File: src/rtl/bpsk_symbol_ctrl.sv
// -----------------------------------------------------------------------------
// bpsk_symbol_ctrl
//   Serialises DATA_W-bit words MSB first into BPSK symbols for a downstream
//   sine generator. Each bit drives 'phase' for SPS clocks while 'en' is high.
//   A one-word hold buffer lets a source keep the link busy back-to-back with
//   no gap cycle between words.
//
// Parameters
//   DATA_W  bits per word (1..16)
//   SPS     clocks per symbol, equal to the downstream sine table depth (2..256)
//
// Ports
//   clk        clock, rising edge
//   rstn       asynchronous active-low reset
//   in_data    payload word, sampled only on a transfer edge
//   in_valid   in_data valid
//   in_ready   word accepted when in_valid && in_ready at a rising edge
//   en         symbol enable to the sine generator
//   phase      symbol phase to the sine generator
//   sym_start  one-cycle pulse on the first clock of every symbol
//   done       one-cycle pulse on the final clock of a burst
//
// Build option
//   BPSK_DIFF_ENCODE_EN  when defined, phase = reference XOR bit, where the
//                        reference tracks the last emitted phase and persists
//                        across bursts until reset.
// -----------------------------------------------------------------------------
module bpsk_symbol_ctrl #(
  parameter int DATA_W = 8,
  parameter int SPS    = 64
) (
  input  logic              clk,
  input  logic              rstn,
  input  logic [DATA_W-1:0] in_data,
  input  logic              in_valid,
  output logic              in_ready,
  output logic              en,
  output logic              phase,
  output logic              sym_start,
  output logic              done
);

  localparam int SAMP_W = $clog2(SPS);
  localparam int BIT_W  = (DATA_W > 1) ? $clog2(DATA_W) : 1;
  localparam logic [SAMP_W-1:0] SAMP_MAX = SAMP_W'(SPS - 1);
  localparam logic [BIT_W-1:0]  BIT_MAX  = BIT_W'(DATA_W - 1);

  typedef enum logic {IDLE = 1'b0, SEND = 1'b1} state_t;

  state_t              r_state;
  state_t              w_state_nxt;
  logic [DATA_W-1:0]   r_shift;
  logic [DATA_W-1:0]   r_hold;
  logic                r_hold_full;
  logic [BIT_W-1:0]    r_bit_idx;
  logic [SAMP_W-1:0]   r_samp;
  logic                r_phase;
  logic                r_sym_start;

  logic                w_xfer;
  logic                w_sym_end;
  logic                w_last_bit;
  logic                w_burst_end;
  logic                w_load;
  logic [DATA_W-1:0]   w_load_word;
  logic [DATA_W-1:0]   w_shl;
  logic                w_hold_wr;
  logic                w_hold_rd;
  logic                w_nxt_bit;
  logic                w_ref;
  logic                w_done;
  logic                w_en;

  assign in_ready  = ~r_hold_full;
  assign en        = w_en;
  assign phase     = r_phase;
  assign sym_start = r_sym_start;
  assign done      = w_done;

  assign w_xfer      = in_valid & in_ready;
  assign w_sym_end   = (r_state == SEND) && (r_samp == SAMP_MAX);
  assign w_last_bit  = (r_bit_idx == '0);
  assign w_burst_end = w_sym_end & w_last_bit;
  assign w_shl       = r_shift << 1;

  // A new word enters the shift register either straight from the input
  // (IDLE, or burst end with nothing held) or from the hold buffer.
  assign w_load      = ((r_state == IDLE) && w_xfer) ||
                       (w_burst_end && (r_hold_full || in_valid));
  assign w_load_word = ((r_state == SEND) && r_hold_full) ? r_hold : in_data;

  // On a burst-end cycle an arriving word bypasses the hold buffer.
  assign w_hold_wr   = (r_state == SEND) && w_xfer && !w_burst_end;
  assign w_hold_rd   = w_burst_end && r_hold_full;

  assign w_nxt_bit   = w_load ? w_load_word[DATA_W-1] : w_shl[DATA_W-1];

`ifdef BPSK_DIFF_ENCODE_EN
  logic r_ref;
  // While sending, the reference for the next symbol is the phase being
  // emitted now (it is latched into r_ref at the same symbol end).
  assign w_ref = (r_state == SEND) ? r_phase : r_ref;

  always_ff @(posedge clk or negedge rstn) begin
    if (!rstn)          r_ref <= 1'b0;
    else if (w_sym_end) r_ref <= r_phase;
  end
`else
  assign w_ref = 1'b0;
`endif

  // FSM state register
  always_ff @(posedge clk or negedge rstn) begin
    if (!rstn) r_state <= IDLE;
    else       r_state <= w_state_nxt;
  end

  // FSM next state and outputs
  always_comb begin
    w_state_nxt = r_state;
    w_done      = 1'b0;
    w_en        = 1'b0;
    case (r_state)
      IDLE: begin
        if (w_xfer) w_state_nxt = SEND;
      end
      SEND: begin
        w_en = 1'b1;
        if (w_burst_end && !r_hold_full && !in_valid) begin
          w_done      = 1'b1;
          w_state_nxt = IDLE;
        end
      end
      default: w_state_nxt = IDLE;
    endcase
  end

  // Shift register, counters, phase and symbol-start pulse
  always_ff @(posedge clk or negedge rstn) begin
    if (!rstn) begin
      r_shift     <= '0;
      r_bit_idx   <= '0;
      r_samp      <= '0;
      r_phase     <= 1'b0;
      r_sym_start <= 1'b0;
    end else begin
      r_sym_start <= 1'b0;
      if (w_load) begin
        r_shift     <= w_load_word;
        r_bit_idx   <= BIT_MAX;
        r_samp      <= '0;
        r_sym_start <= 1'b1;
        r_phase     <= w_nxt_bit ^ w_ref;
      end else if (w_sym_end) begin
        r_samp <= '0;
        if (!w_last_bit) begin
          r_shift     <= w_shl;
          r_bit_idx   <= r_bit_idx - BIT_W'(1);
          r_sym_start <= 1'b1;
          r_phase     <= w_nxt_bit ^ w_ref;
        end
        // final bit with nothing queued: phase keeps its last value in IDLE
      end else if (r_state == SEND) begin
        r_samp <= r_samp + SAMP_W'(1);
      end
    end
  end

  // Hold buffer
  always_ff @(posedge clk or negedge rstn) begin
    if (!rstn) begin
      r_hold      <= '0;
      r_hold_full <= 1'b0;
    end else if (w_hold_wr) begin
      r_hold      <= in_data;
      r_hold_full <= 1'b1;
    end else if (w_hold_rd) begin
      r_hold_full <= 1'b0;
    end
  end

endmodule

File: config.mk
export PLATFORM = sky130hd
export DESIGN_NAME = bpsk_symbol_ctrl
export DESIGN_NICKNAME = d
export VERILOG_FILES = /design/src/rtl/bpsk_symbol_ctrl.sv
export SDC_FILE = /design/constraint.sdc
export NUM_CORES = 1
export LEC_CHECK = 0
export BUFFER_PORTS_ARGS = -buffer_cell sky130_fd_sc_hd__buf_2
export CAP_MARGIN = 15
export CORE_MARGIN = 5
export CORE_UTILIZATION = 40
export CTS_CLUSTER_SIZE = 30
export DETAILED_ROUTE_END_ITERATION = 16
export PLACE_DENSITY = 0.56
export SYNTH_ARGS = -nofsm -noshare
export SYNTH_HDL_FRONTEND = slang
export SYNTH_SLANG_ARGS = --single-unit
File: constraint.sdc
create_clock -name clk -period 1.95 [get_ports clk]
set_input_delay 0.39 -clock clk [delete_from_list [all_inputs] [get_ports clk]]
set_output_delay 0.39 -clock clk [all_outputs]
set_load 0.02 [all_outputs]
After elaboration in Yosys (flattened, before gate mapping)
Index checks and enable logic that the tools add are counted. Widths: inputs -> output; s select.

Bits in registers: 28. Bits of input ports: 11. Output and inout bits: 5. Logic and storage cells: 60.

Add/subtract/negate cells: 2. Eq/ne operators: 2. Muxes and demuxes: 25. Bitwise operators: 4. Reduce and logical (&&, ||, !) cells: 19.

Operators with widths (count): $mux 7 (3); $mux 6 (3); $mux 1 (14); $logic_and 1x1->1 (9); $mux 3 (3); $mux 8 (1); $add 6x1->6 const B (1); $eq 6x6->1 const B (1); $reduce_bool 2->1 (2); $logic_not 1->1 (3); $logic_not 3->1 (1); $reduce_bool 3->1 (1); $sub 3x1->3 const B (1); $and 1x1->1 (2); $logic_or 1x1->1 (2); $ne 2x1->1 const B (1); $not 1->1 (2); $pmux 1 s2 (1); $reduce_and 2->1 (1).

Logic depth before layout (Yosys ltp)
Word-level depth: 9. Gate-level depth with buffers: 7. Mapped depth without buffers: 7.

Worst setup path before layout
OpenSTA, ideal clock, no wires.

Path kind: reg-to-output. Start point: register r_state. End point: output port done. Arrival time: 1.535 ns. Required time: 1.560 ns. Setup slack: 0.025 ns. Cell stages (with the launch flop): 5. Buffers on the path: 2. Cell sequence: dfrtp_1 -> buf_4 -> buf_6 -> nand4_1 -> nor4_1.

Longest elaborated chain between the ends: 6.

Ends and longest elaborated chain: start: declaration (line 50) `state_t r_state;`; start signal: assignment (line 115) `else r_state <= w_state_nxt;`; $logic_and 1x1->1 (line 81) `assign w_sym_end = (r_state == SEND) && (r_samp == SAMP_MAX);`; $and 1x1->1 (line 83) `assign w_burst_end = w_sym_end & w_last_bit;`; $logic_and 1x1->1 (2 in a row) (line 129) `if (w_burst_end && !r_hold_full && !in_valid) begin`; $mux 1 (line 129); $mux 1 (*) (line 123) `case (r_state)`; end: declaration (line 40) `output logic done`.

Mark *: on every way between the ends. The rest lies on a longest branch, timed or not.

Worst setup path after layout
Start point: register r_bit_idx[0]. End point: output port done.

Longest elaborated chain between the ends: 6.

Ends and longest elaborated chain: start: declaration (line 55) `logic [BIT_W-1:0] r_bit_idx;`; start signal: assignment (line 158) `r_bit_idx <= r_bit_idx - BIT_W'(1);`; $logic_not 3->1 (line 82) `assign w_last_bit = (r_bit_idx == '0);`; $and 1x1->1 (line 83); $logic_and 1x1->1 (2 in a row) (line 129); $mux 1 (line 129); $mux 1 (line 123).

No other way between the ends.

==> qor.yml <==
layout:
  drive_gt1_share_pct: 33.7
  fin_cells: 209
  postLayoutCellArea_um2: 1700
  nNetsFinal: 178
  synthToLayoutAreaGrowth_pct: 18.0
  mostFrequentLayoutCells: "28 x dfrtp_1, 14 x nand2_1, 14 x buf_2"
  diodes: 0
  layout_commonest_cell: "dfrtp_1"
logic_synthesis:
  synthesis.instances: 140
  synth_fp_nets: 154
  syn_area_um2: 1440
  synth_top_flop_cell: "dfrtp_1"
  postSynth.asyncResetShare_pct: 100
  ys_seq_area_share_pct: 48.8
  ys_types: 38
  synth-seq-cells: 28
  avgSynthCellArea_um2: 10.3
  synth_edf_count: 0
  synth_warnings: 0
pwr:
  ir_worst_vdd_v: 0.000458
  power.density_nw_per_um2: 1040
  leakage_nw: 0.745
detailed_routing:
  vias: 1112
  wl_per_cell_um: 14.6
  dr.pass1.iters: 4
  routed_wl_mm: 3.06
  postRouteAntennaNets: 0
  post-route-drc-count: 0
  vias_per_cell: 5.32
  drt_iter0_drc: 65
placement:
  place_area_um2: 1550
  place_hpwl_mm: 2.22
  io_buffer_count: 15
  gp_congestion: 0.770
  placed_cells: 200
  detailedPlace.worstSlack_ns: 0.00631
sta:
  fin_setup_tns_ns: 0
  finalCritPeriodShare_pct: 98.7
  min_period_ns: 1.92
  holdWs_ns: 0.0422
  slew-limit-headroom_pct: 59.0
  slew_violations: 0
  setup_viol: 0
  fmax_ghz: 0.520
  hold_violations: 0
  fin_skew_ns: 0.0119
  rsz0062_at_grt: "true"
  timing.final.ws_setup_ns: 0.0261
  worst_pin_slew_ns: 0.615
worst_setup_path:
  critPathSlowestCell: "dfrtp_1"
  start_kind: "flop"
  cp_max_fo: 3
  rr_startpoint: "r_bit_idx[0]$_DFFE_PN0P_"
  path_buf_inv: 2
  cp_data_required_time_ns: 1.56
  crit_chain: "inv_2 > ha_4 > nand4_1 > nor4_2 > buf_4"
  path_delay_family: "flip-flops"
  critPathLaunch: "r_bit_idx[0]$_DFFE_PN0P_"
  max_stage_delay_ns: 0.43
  arrival_ns: 1.53
  end_kind: "primary output"
  critical_path_class: "flop to primary output"
floorplanning:
  initial_utilization_pct: 42.1
  dieArea_um2: 4890
  row_count: 21
  top_level_ports: 16
  die-height_um: 69.9
  core_area_um2: 3420
  die_x_um: 69.9
run:
  maxCapViolations: 0
clocking:
  insertion_delay_ns: 0.33
  clkTransAtPathRegs_ns: 0.15
  cts_hold_buf: 0
  clockBufferDepth: 2
  cts_tree: "built"
  clkSinkCount: 28
  cts_root_buf: "clkbuf_4"
  numCtsBuffers: 3
  cts_max_level: 1
global_route:
  grt.overflow.total: 0
  grt_first_pass_wirelength_mm: 5.15
  grt_max_degree: 29
  grt_pass1_vias: 1087
  grt_usage_pct: 12.8
  antenna_found_initial: 0
worst_hold_path:
  hp-class: "input port to async pin"
status:
  outcome: "finished clean"
[sequential cells by signal, indices dropped and copies added, names as in the netlist]
register and cells:
phase 1, r_bit_idx 3, r_hold 8, r_hold_full 1, r_samp 6, r_shift 7
r_state 1, sym_start 1
[synthesized netlist by cell type (2+ instances only)]
library cell  number  area [um2]
nor2_1             9        33.8
nand4_1            2        12.5
nor3_1             3        15.0
buf_6              2        22.5
buf_4              3        22.5
a211oi_1           7        52.6
ha_1               3        37.5
nand2_1           14        52.6
and3_1             7        43.8
dfrtp_1           28         701
o21ai_0            9        45.0
o21ai_1           12        60.1
a21oi_1            4        20.0
mux2_2             8        90.1
xor2_1             2        17.5
inv_1              5        18.8
[report_power, final]
group / switching, mW / total [mW] / internal [mW]
registers: 0.169 / 0.939 / 0.770
clock network: 0.168 / 0.282 / 0.114
logic: 0.277 / 0.549 / 0.272
total: 0.614 / 1.77 / 1.16
[routing by layer]
metal  wire, um  global-route usage (%)
met4         17                    2.55
met1       1490                    18.3
met2       1420                    19.6
met5          0                       0
met3        127                    3.30
[worst register-to-register path, cell delays in order, from the launching register on]
cell,delay [ns]
dfrtp_1,0.43
inv_2,0.09
ha_4,0.14
or2b_1,0.27
o41a_1,0.49
a211oi_2,0.26
o21ai_1,0.11
[final timing paths]
path | to | depth (start not counted) | slack [ns]
setup / recovery | done | 5 | 0.03
hold / removal | r_shift[3]$_DFFE_PN0P_ | 1 | 0.04
setup reg to reg | phase$_DFFE_PN0P_ | 6 | 0.06
hold reg to reg | r_shift[0]$_DFFE_PN0P_ | 2 | 0.50
max in group asynchronous | r_hold[6]$_DFFE_PN0P_ | 1 | 1.50
min in group clk | r_hold[0]$_DFFE_PN0P_ | 2 | 0.31
[layout make-up]
| cell class | count | area [um2] |
|---|---|---|
| clock buffers | 4 | 36.3 |
| fillers | 330 | 1720 |
| inverters | 6 | 22.5 |
| multi-input cells | 101 | 729 |
| flip-flops and latches | 28 | 701 |
| well taps | 46 | 57.6 |
| repair buffers | 24 | 149 |
[per-stage QoR]
step                power, mW  util [%]
floorplan                1.25         -
global placement         1.37      45.5
detailed placement       1.39      45.5
CTS                      1.77      48.7
global route             1.90      49.6
finish                   1.77      49.6
[what timing repair did]
action	in CTS	in global routing
endpoints found under the hold margin	0	0
endpoints found under the setup margin	4	5
buffers inserted	5	0
resized for setup	7	8
pin swaps	1	0
[cell families after synthesis]
group	after synthesis	share of synthesized area, %
xor+xnor	2	1.22
compound gates	40	17.6
fa+ha+maj	3	2.61
buf+inv	11	4.70
simple gates	47	18.1
flops	28	48.8
mux	9	6.97
Note: power is estimated with default switching activity, not from simulation.
